--- config.mk ---
export PLATFORM = sky130hd
export DESIGN_NAME = digit_serializer
export DESIGN_NICKNAME = d
export VERILOG_FILES = /design/src/rtl/recon_pkg.sv /design/src/rtl/digit_serializer_sd_encode.sv /design/src/rtl/digit_serializer.sv
export SDC_FILE = /design/constraint.sdc
export NUM_CORES = 1
export LEC_CHECK = 0
export ABC_AREA = 1
export CORE_MARGIN = 1.5
export CORE_UTILIZATION = 40
export DETAILED_ROUTE_END_ITERATION = 7
export HOLD_SLACK_MARGIN = 0.03
export PLACE_DENSITY = 0.62
export SLEW_MARGIN = 20
export SYNTH_ARGS = -nofsm -noshare
export SYNTH_HDL_FRONTEND = slang
export SYNTH_SLANG_ARGS = --single-unit
export TNS_END_PERCENT = 50
--- constraint.sdc ---
create_clock -name clk -period 4 [get_ports clk]
set_input_delay 0.6 -clock clk [delete_from_list [all_inputs] [get_ports clk]]
set_output_delay 0.6 -clock clk [all_outputs]
set_load 0.005 [all_outputs]
--- src/rtl/recon_pkg.sv ---
// Shared signed-digit encodings and serializer state constants for the
// reconstruction datapath (digit_serializer producer, adder_array consumer).
package recon_pkg;

  typedef logic [1:0] sd_digit_t;

  // Signed digit {pos,neg}; 2'b11 is never produced.
  localparam sd_digit_t SD_POS  = 2'b10;
  localparam sd_digit_t SD_NEG  = 2'b01;
  localparam sd_digit_t SD_ZERO = 2'b00;

  localparam logic [0:0] ST_IDLE = 1'b0;
  localparam logic [0:0] ST_SEND = 1'b1;

  // The MSB carries negative weight in two's complement, so it maps to -1.
  function automatic sd_digit_t sd_from_bit(input logic b, input logic is_msb);
    sd_digit_t d;
    d = SD_ZERO;
    if (b) begin
      d = is_msb ? SD_NEG : SD_POS;
    end
    return d;
  endfunction

  // Numeric value of a digit, for decoders such as adder_array.
  function automatic logic signed [1:0] sd_value(input sd_digit_t d);
    logic signed [1:0] v;
    v = 2'sd0;
    if (d == SD_POS) begin
      v = 2'sd1;
    end else if (d == SD_NEG) begin
      v = -2'sd1;
    end
    return v;
  endfunction

endpackage

--- src/rtl/digit_serializer_sd_encode.sv ---
// Combinational bit-to-signed-digit recoder used by digit_serializer.
module sd_encode
  import recon_pkg::*;
(
  input  logic       bit_i,
  input  logic       is_msb_i,
  output logic [1:0] digit_o
);

  always_comb begin
    digit_o = sd_from_bit(bit_i, is_msb_i);
  end

endmodule

--- src/rtl/digit_serializer.sv ---
// Streams a two's-complement operand MSB-first as signed digits with a
// valid/ready handshake; back-to-back operands load with no bubble cycle.
module digit_serializer
  import recon_pkg::*;
#(
  parameter int WIDTH = 16,
  parameter int IDXW  = 4
) (
  input  logic             clk,
  input  logic             reset,
  input  logic [WIDTH-1:0] x_in,
  input  logic             in_valid,
  output logic             in_ready,
  output logic [1:0]       dig_o,
  output logic             dig_valid,
  input  logic             dig_ready,
  output logic             dig_last,
  output logic [IDXW-1:0]  j
);

  localparam logic [IDXW-1:0] J_LAST = IDXW'(WIDTH - 1);

  logic [0:0]       state_q, state_d;
  logic [IDXW-1:0]  j_q, j_d;
  logic [WIDTH-1:0] sr_q, sr_d;
  logic [1:0]       enc_digit;
  logic             consume;
  logic             accept;

  assign dig_valid = (state_q == ST_SEND);
  assign dig_last  = dig_valid && (j_q == J_LAST);
  assign consume   = dig_valid && dig_ready;
  assign in_ready  = !dig_valid || (dig_last && dig_ready);
  assign accept    = in_ready && in_valid;
  assign j         = j_q;

  // The register shifts left per digit, so the current digit is always the MSB.
  sd_encode u_sd_encode (
    .bit_i    (sr_q[WIDTH-1]),
    .is_msb_i (j_q == '0),
    .digit_o  (enc_digit)
  );

  assign dig_o = dig_valid ? enc_digit : SD_ZERO;

  always_comb begin
    state_d = state_q;
    j_d     = j_q;
    sr_d    = sr_q;
    if (accept) begin
      state_d = ST_SEND;
      j_d     = '0;
      sr_d    = x_in;
    end else if (consume) begin
      if (dig_last) begin
        state_d = ST_IDLE;
        j_d     = '0;
        sr_d    = '0;
      end else begin
        j_d  = j_q + 1'b1;
        sr_d = {sr_q[WIDTH-2:0], 1'b0};
      end
    end
  end

  always_ff @(posedge clk or posedge reset) begin
    if (reset) begin
      state_q <= ST_IDLE;
      j_q     <= '0;
      sr_q    <= '0;
    end else begin
      state_q <= state_d;
      j_q     <= j_d;
      sr_q    <= sr_d;
    end
  end

endmodule

# Word-level counts from Yosys, hierarchy flattened
# Index checks and enable logic that the tools add are counted.
# totals
inputBits	20
ff_bits	21
output_inout_bits	9
word_cells	27
# classes
eq_ne	1
n_mux	12
reduce_logical	10
n_addsub	1
# op_table
operator	n
$mux 16	3
$mux 4	3
$mux 2	3
$add 4x1->4 const B	1
$eq 4x4->1 const B	1
$logic_and 1x1->1	4
$logic_not 4->1	1
$reduce_bool 2->1	2
$mux 1	3
$reduce_and 2->1	1
$logic_not 1->1	1
$logic_or 1x1->1	1

# Longest topological paths before layout
# Gate-level depths: netlist (run 1).
# depth
depth_word	7
ltp_mapped	8
mapped_depth_nobuf	7

# By module
# From an unflattened synthesis (run 1), not the netlist that was laid out.
# hier_totals
cells_unflattened	183
hier_area_um2	1358.8
# modules_own_cells
mod	area_each_um2	seq_area_each_um2	n_inst	cells_per_inst
digit_serializer	1341.3	525.5	1	179
sd_encode	17.5	0.0	1	4

# Worst setup path after synthesis (run 1)
# Ideal clock, no wire load.
# synth_timing
kind	reg-to-output
start	register j_q[1], in the netlist j[1]
end	output dig_last
n_path_buf	1
t_arrival_ns	1.070
path_slack_ns	2.330
path_stages_with_launch	5
cell_sequence	dfrtp_1 > ha_1 > nand4_2 > buf_2 > inv_1
# synth_via
elab_chain_len	2
# synth_lines
element	line	text
start, declared	digit_serializer.sv:24	logic [IDXW-1:0] j_q, j_d;
start signal, assigned	digit_serializer.sv:73	j_q <= j_d;
$eq 4x4->1	digit_serializer.sv:31	assign dig_last = dig_valid && (j_q == J_LAST);
$logic_and 1x1->1	digit_serializer.sv:31	
end, declared	digit_serializer.sv:17	output logic dig_last,
# No other way between the ends.

# Worst setup path in the final report (run 1)
# Same ends and word-level chain as after synthesis.

==> results of run 1 <==
[registers in the layout, summed over array words and instances (netlist names)]
| signal | cells |
|---|---|
| sr_q | 16 |
| dig_valid | 1 |
| j | 4 |
[worst reg2reg max path, stage by stage (launching register included)]
cell	delay [ns]
dfrtp_1	0.41
ha_1	0.27
nand4_2	0.43
nand2_1	0.19
nand2_1	0.07
nand3_1	0.07
nand2_1	0.05
[final cells by class]
class	instances	area share (%)
clock buffer	3	1.42
clock inverter	1	0.314
inverter	24	5.66
multi-input combinational	124	37.6
sequential	21	33.0
tap	44	3.46
timing repair buffer	30	18.6
[power groups by stage]
stage	registers (mW)	logic (mW)	clock network, mW
after floorplan	0.358	0.255	0
after global placement	0.369	0.366	0
after detailed placement	0.371	0.376	0
after CTS	0.367	0.377	0.114
after global routing	0.379	0.428	0.128
final	0.367	0.370	0.107
[synthesized netlist by cell type (all sizes together)]
master	instances	area, µm²
nand2	73	284
inv	24	90.1
dfrtp	21	526
nand3	19	113
nand4	17	113
buf	9	58.8
a21oi	4	20.0
nor2	4	15.0
o21ai	3	18.8
ha	2	25.0
nor3	2	10.0
clkbuf	1	3.75
[how the worst max path moves through the flow]
stage                      from  endpoint  slack [ns]
3_5_place_dp          dig_ready  in_ready        1.39
2_1_floorplan  j[1]$_DFFE_PP0P_  dig_last        2.33
6_report       j[1]$_DFFE_PP0P_  dig_last        1.31
5_1_grt        j[0]$_DFFE_PP0P_  dig_last        1.16
3_3_place_gp          dig_ready  in_ready        1.42
4_1_cts        j[0]$_DFFE_PP0P_  dig_last        1.27
[through the flow]
stage	utilization, %	cells
final	52.1	247
after global routing	52.1	247
after CTS	52.1	247
after detailed placement	51.2	243
after global placement	51.2	243
after floorplan	-	179
[layer usage]
metal	vias to the layer above	GRT usage (%)	part of all wire, %
li1	625	-	-
met3	2	4.80	3.3
met5	-	0	0
met2	23	31.7	49
met4	0	4.22	0.71
met1	582	21.3	47
[cell families (layout without fill, tap and decap cells)]
family                   after synthesis  in the layout
adder cells (fa/ha/maj)                2              2
AO/OA/AOI/OAI                          7              7
AND/OR/NAND/NOR                      115            115
buffers and inverters                 34             58
flip-flops                            21             21
[cell usage in the layout (no fill, tap or decap)]
master            n
nand3_2           1
nand3_1          17
ha_1              2
o21ai_2           1
a21oi_1           4
nand2_4           1
nand4_2           1
clkbuf_4          3
nand3_4           1
o21ai_0           2
buf_4             2
nand2_2           1
clkdlybuf4s50_1  28
nand2_1          71
dfrtp_1          21
nand4_1          16
nor3_1            2
clkinv_2          1
nor2_1            4
inv_1            22
inv_2             2
==> metrics.log, run 1 <==
[metrics] synthesis-to-finish area growth: 24.7%
[metrics] sum of internal, switching and leakage power: 0.844 mW
[metrics] aggregate global routing overflow: 0
[metrics] startpoint type of the worst setup path: flop
[metrics] area fraction in compound gates after synthesis: 3.04%
[metrics] Max Cap Violations: 0
[metrics] TritonCTS buffer count: 3
[metrics] Synth Cell Area: 1280 µm²
[metrics] number of gates on the worst path with buffers counted: 4
[metrics] crit path time final: ~2.7 ns
[metrics] Finish-stage setup viols: 0
[metrics] maximum net fanout on the critical path: 17
[metrics] CORE AREA: a little over 3000 µm²
[metrics] total negative slack for setup checks: 0 ns
[metrics] run status: finished, final reports clean
[metrics] largest net degree at the start of global routing: 22
[metrics] TritonCTS clock tree: yes
[metrics] number of instances resized during post-cts repair: 0
[metrics] R2R depth: 6
[metrics] die area: 3540 µm²
[metrics] final hold viol count: 0
[metrics] area used by sequential logic in the layout: between 500 and 600 µm²
[metrics] weighted congestion at the end of routability-driven global placement: 0.761
[metrics] cell area reported after detailed placement: approximately 1600 µm²
[metrics] DIE WIDTH: 59.5 µm
[metrics] WS Path Type: flop to primary output
[metrics] Required @ worst endpoint: between 3 and 4 ns
[metrics] count of clock tree sinks: 21
[metrics] Port Buffers: 28
[metrics] VDD IR max: between 0.2 and 0.25 mV
[metrics] fmax: 372 MHz
[metrics] reg-to-reg startpoint: j[1]$_DFFE_PP0P_
[metrics] Detailed Place HPWL: between 1500 and 2000 µm
[metrics] reg-to-reg slack, setup: 2.40 ns
[metrics] mean instance size in the synthesized netlist: 7.13 µm²
[metrics] XOR/XNOR share of the synthesized area: 0%
[metrics] Routed wire per std cell: 11.4 µm
[metrics] worst-margin pin slew: 0.815 ns
[metrics] number of hold buffers added after cts: 0
[metrics] H-Tree Depth: 1
[metrics] worst hold path startpoint: sr_q[1]$_DFFE_PP0P_
[metrics] maximum clock insertion buffer count: 2
[metrics] reg2reg end: sr_q[14]$_DFFE_PP0P_
[metrics] main combinational cell family by area after synthesis: simple AND/OR/NAND/NOR gates
[metrics] worst setup slack after layout: 1.31 ns
[metrics] mux contribution to synthesized area: 0%
[metrics] part of the power in the clock network: 12.7%
[metrics] part of the total power dissipated in combinational logic: a little over two fifths
[metrics] Crit-path slowest cell: clkdlybuf4s50_1
[metrics] fin. max-slew vios: 0
[metrics] CP endpoint kind: primary output
[metrics] number of buffers and inverters on the critical path: 2
[metrics] starting density of the core: 41.8%
[metrics] synthesized instance count: 179
[metrics] Vias per Instance: 4.99
[metrics] Total Routing Usage GR: 17.9%
[metrics] final standard cell area without fillers: around 1600 µm²
[metrics] DR iter-0 viols: 46
[metrics] fin crit share: 67.1%
[metrics] Fill cells: 327
[metrics] net count after synthesis: 201
[metrics] vias in the first global route: 1,048
[metrics] total inserted antenna cells: 0
[metrics] Internal Power: 0.507 mW
[metrics] distinct cell type count after synthesis: 21
[metrics] setup repair after global routing missed its margin: no
[metrics] # nets final: 226
[metrics] worst hold path endpoint: sr_q[1]$_DFFE_PP0P_
[metrics] total via count after detailed routing: 1,232
[metrics] Lkg Pwr: a little under 0.9 nW
[metrics] initial antenna violation count: 0
[metrics] clock root buffer master: clkbuf_4
[metrics] total iterations of the first detailed-routing run: 4
[metrics] sequential fraction of design power: 43.4%
[metrics] floorplan row count: 20
[metrics] worst-case clock skew: 0.0144 ns
[metrics] DRC errors left: 0
[metrics] sequential-to-total area share from yosys stat: between 40% and 50%
[metrics] type of the most critical hold path: flop to flop
[metrics] headroom to the max-slew limit: 45.6%
[metrics] pwr dens: 530 nW/µm²
[metrics] Setup Fix Bufs, Post-CTS: 0
[metrics] family of cells with the greatest summed delay on the critical path: buffers and inverters
[metrics] chip height: between 50 and 60 µm
[metrics] share of total power consumed by net switching: 39.9%
[metrics] worst-skew pair later-pin latency: 0.32 ns
[metrics] global-route wire length before repair: 4780 µm
[metrics] CP cell instances: ha_1, nand4_2, inv_1, clkdlybuf4s50_1
[metrics] number of I/O pins: 29
[metrics] warnings from Yosys: 0
[metrics] largest stage delay on the critical path: 0.51 ns
[metrics] fraction of the mapped netlist area in simple logic gates: 41.9%
[metrics] data arrival time of the critical path: 2.09 ns
[metrics] Routed WL: between 2000 and 3000 µm
[metrics] area used by multi-input combinational logic: 598 µm²
[metrics] Routed Antenna Nets: 0
[metrics] share of post-route cells with drive strength above 1: 6.90%
[metrics] worst slack, placed: 1.39 ns
[metrics] synthesized-area fraction occupied by adder cells: 1.96%
[metrics] Post-Route Hold Slack: 0.489 ns
[metrics] FF+latch count, synth: 21
[metrics] Worst Hold Path Cells: 2
[metrics] switching power: 0.336 mW
[metrics] CTS clk-pin slew, worst paths: 0.13 ns
No activity file was read; power rests on OpenSTA's default activity.
==> run 2: changes to the inputs <==
clock period = 2.7 ns   (was 4 ns; I/O delays follow)
==> run 2 against run 1 <==
Net effect: global-route usage down 0.070 points; register-to-register slack worse by 1.3 ns; sequential power up 49%; core utilization up 0.20 points; cell count up 0.40%; flip-flop and latch count unchanged; critical path depth unchanged; sequential share of layout area down 0.13 points; clock skew down 0.012 ns; clock power up 47%; power up 49%.
==> metrics.log, run 2 (synthesized netlist as in run 1, its figures left out) <==
[metrics] Total Routing Usage GR: 17.8% (-0.070 points)
[metrics] Max Cap Violations: 0 (unchanged)
[metrics] global-route wire length before repair: 4840 µm (+1.2%)
[metrics] number of hold buffers added after cts: 0 (unchanged)
[metrics] most common library cell in the layout ignoring fill and taps: nand2_1
[metrics] total iterations of the first detailed-routing run: 4 (unchanged)
[metrics] startpoint type of the worst setup path: flop
[metrics] DR iter-0 viols: 45 (-2.2%)
[metrics] worst setup slack after layout: 0.342 ns (-0.972 ns)
[metrics] VDD IR max: 0.387 mV (+55%)
[metrics] largest net degree at the start of global routing: 22 (unchanged)
[metrics] worst slack, placed: 0.492 ns (-0.901 ns)
[metrics] sum of internal, switching and leakage power: 1.26 mW (+49%)
[metrics] floorplan row count: 20 (unchanged)
[metrics] fin crit share: 87.3%
[metrics] final design utilization: 52.3% (+0.20 points)
[metrics] # nets final: 227 (+0.44%)
[metrics] Routed Antenna Nets: 0 (unchanged)
[metrics] total negative slack for setup checks: 0 ns (unchanged)
[metrics] Routed WL: 2920 µm (+4.0%)
[metrics] reg-to-reg slack, setup: 1.14 ns (-1.26 ns)
[metrics] count of clock tree sinks: 21 (unchanged)
[metrics] number of flip-flops under the largest register name: 16 (unchanged)
[metrics] DIE WIDTH: 59.5 µm (unchanged)
[metrics] number of I/O pins: 29 (unchanged)
[metrics] Required @ worst endpoint: 2.30 ns (-1.10 ns)
[metrics] fin. max-slew vios: 0 (unchanged)
[metrics] Routed wire per std cell: 11.8 µm (+3.5%)
[metrics] DRC errors left: 0 (unchanged)
[metrics] register ranked first by flip-flop count: sr_q
[metrics] data arrival time of the critical path: 1.95 ns (-0.14 ns)
[metrics] WS Path Type: flop to primary output
[metrics] CORE AREA: 3050 µm² (unchanged)
[metrics] aggregate global routing overflow: 0 (unchanged)
[metrics] TritonCTS buffer count: 3 (unchanged)
[metrics] maximum net fanout on the critical path: 4 (-13)
[metrics] commonest non-fill, non-tap cells in the layout: 71 x nand2_1, 28 x clkdlybuf4s50_1, 22 x inv_1
[metrics] worst-skew pair later-pin latency: 0.30 ns (-0.02 ns)
[metrics] vias in the first global route: 1,089 (+3.9%)
[metrics] type of the most critical hold path: flop to flop
[metrics] clock root buffer master: clkbuf_4
[metrics] Detailed Place HPWL: 1960 µm (+4.3%)
[metrics] Post-Route Hold Slack: 0.495 ns (+0.00615 ns)
[metrics] maximum clock insertion buffer count: 2 (unchanged)
[metrics] TritonCTS clock tree: yes
[metrics] final hold viol count: 0 (unchanged)
[metrics] Vias per Instance: 4.92 (-1.4%)
[metrics] die area: 3540 µm² (unchanged)
[metrics] crit path time final: approximately 2.4 ns
[metrics] run status: finished, final reports clean
[metrics] total inserted antenna cells: 0 (unchanged)
[metrics] share of post-route cells with drive strength above 1: 6.86% (-0.034 points)
[metrics] chip height: 59.5 µm (unchanged)
[metrics] fmax: ~420 MHz
[metrics] Lkg Pwr: 0.876 nW (+0.17%)
[metrics] H-Tree Depth: 1 (unchanged)
[metrics] pwr dens: 788 nW/µm² (+49%)
[metrics] Port Buffers: 28 (unchanged)
[metrics] worst-case clock skew: 0.00261 ns (-0.0118 ns)
[metrics] setup repair after global routing missed its margin: no
[metrics] number of instances resized during post-cts repair: 0 (unchanged)
[metrics] synthesis-to-finish area growth: 25.2%
[metrics] weighted congestion at the end of routability-driven global placement: 0.781 (+2.5%)
[metrics] CTS clk-pin slew, worst paths: 0.12 ns (about the same)
[metrics] initial antenna violation count: 0 (unchanged)
[metrics] Setup Fix Bufs, Post-CTS: 0 (unchanged)
[metrics] starting density of the core: 41.8% (unchanged)
[metrics] total via count after detailed routing: 1,220 (-0.97%)
[metrics] worst-margin pin slew: 0.812 ns (-0.00354 ns)
[metrics] CP endpoint kind: primary output
[metrics] headroom to the max-slew limit: 45.8% (+0.24 points)
[metrics] Finish-stage setup viols: 0 (unchanged)
[run 2: cell count changes in the layout (fill, tap and decap cells not counted)]
cell / change
clkinv_2: -1
buf_4: +1
clkbuf_1: +1
[run 2: layer usage]
| layer | wire (µm) | vias to the layer above | track usage (%) |
|---|---|---|---|
| li1 | - | 623 | - |
| met4 | 28 | 0 | 2.92 |
| met2 | 1440 | 29 | 30.9 |
| met5 | 0 | - | 0 |
| met3 | 115 | 4 | 3.93 |
| met1 | 1330 | 564 | 22.9 |
[run 2: area by class of cell]
type | count | area (µm²)
timing repair buffer | 31 | 303
sequential | 21 | 526
inverter | 24 | 90.1
clock buffer | 4 | 26.3
tap | 44 | 55.1
fill | 329 | 1460
multi-input combinational | 124 | 598
[run 2: final timing paths]
| check | start | to | depth (start not counted) |
|---|---|---|---|
| setup / recovery | j[1]$_DFFE_PP0P_ | in_ready | 4 |
| hold / removal | sr_q[1]$_DFFE_PP0P_ | sr_q[1]$_DFFE_PP0P_ | 2 |
| setup reg to reg | j[1]$_DFFE_PP0P_ | sr_q[9]$_DFFE_PP0P_ | 7 |
| hold reg to reg | sr_q[1]$_DFFE_PP0P_ | sr_q[1]$_DFFE_PP0P_ | 2 |
| max in group asynchronous | reset | sr_q[6]$_DFFE_PP0P_ | 2 |
| min in group asynchronous | reset | sr_q[5]$_DFFE_PP0P_ | 2 |
[run 2: through the flow]
stage | cells | instance area, µm²
detailed placement | 244 | 1570
CTS | 248 | 1600
floorplan | 179 | 1280
global route | 248 | 1600
global placement | 244 | 1570
finish | 248 | 1600
[run 2: critical path, cell delays in order (launching register included)]
cell	delay (ns)
dfrtp_1	0.41
ha_1	0.26
nand3_2	0.14
o21ai_0	0.28
clkdlybuf4s50_1	0.56
[run 2: where the power goes]
group	internal (mW)	switching (mW)	leakage, nW
registers	0.444	0.102	0.273
logic	0.258	0.299	0.588
clock network	0.0576	0.0989	0.0150
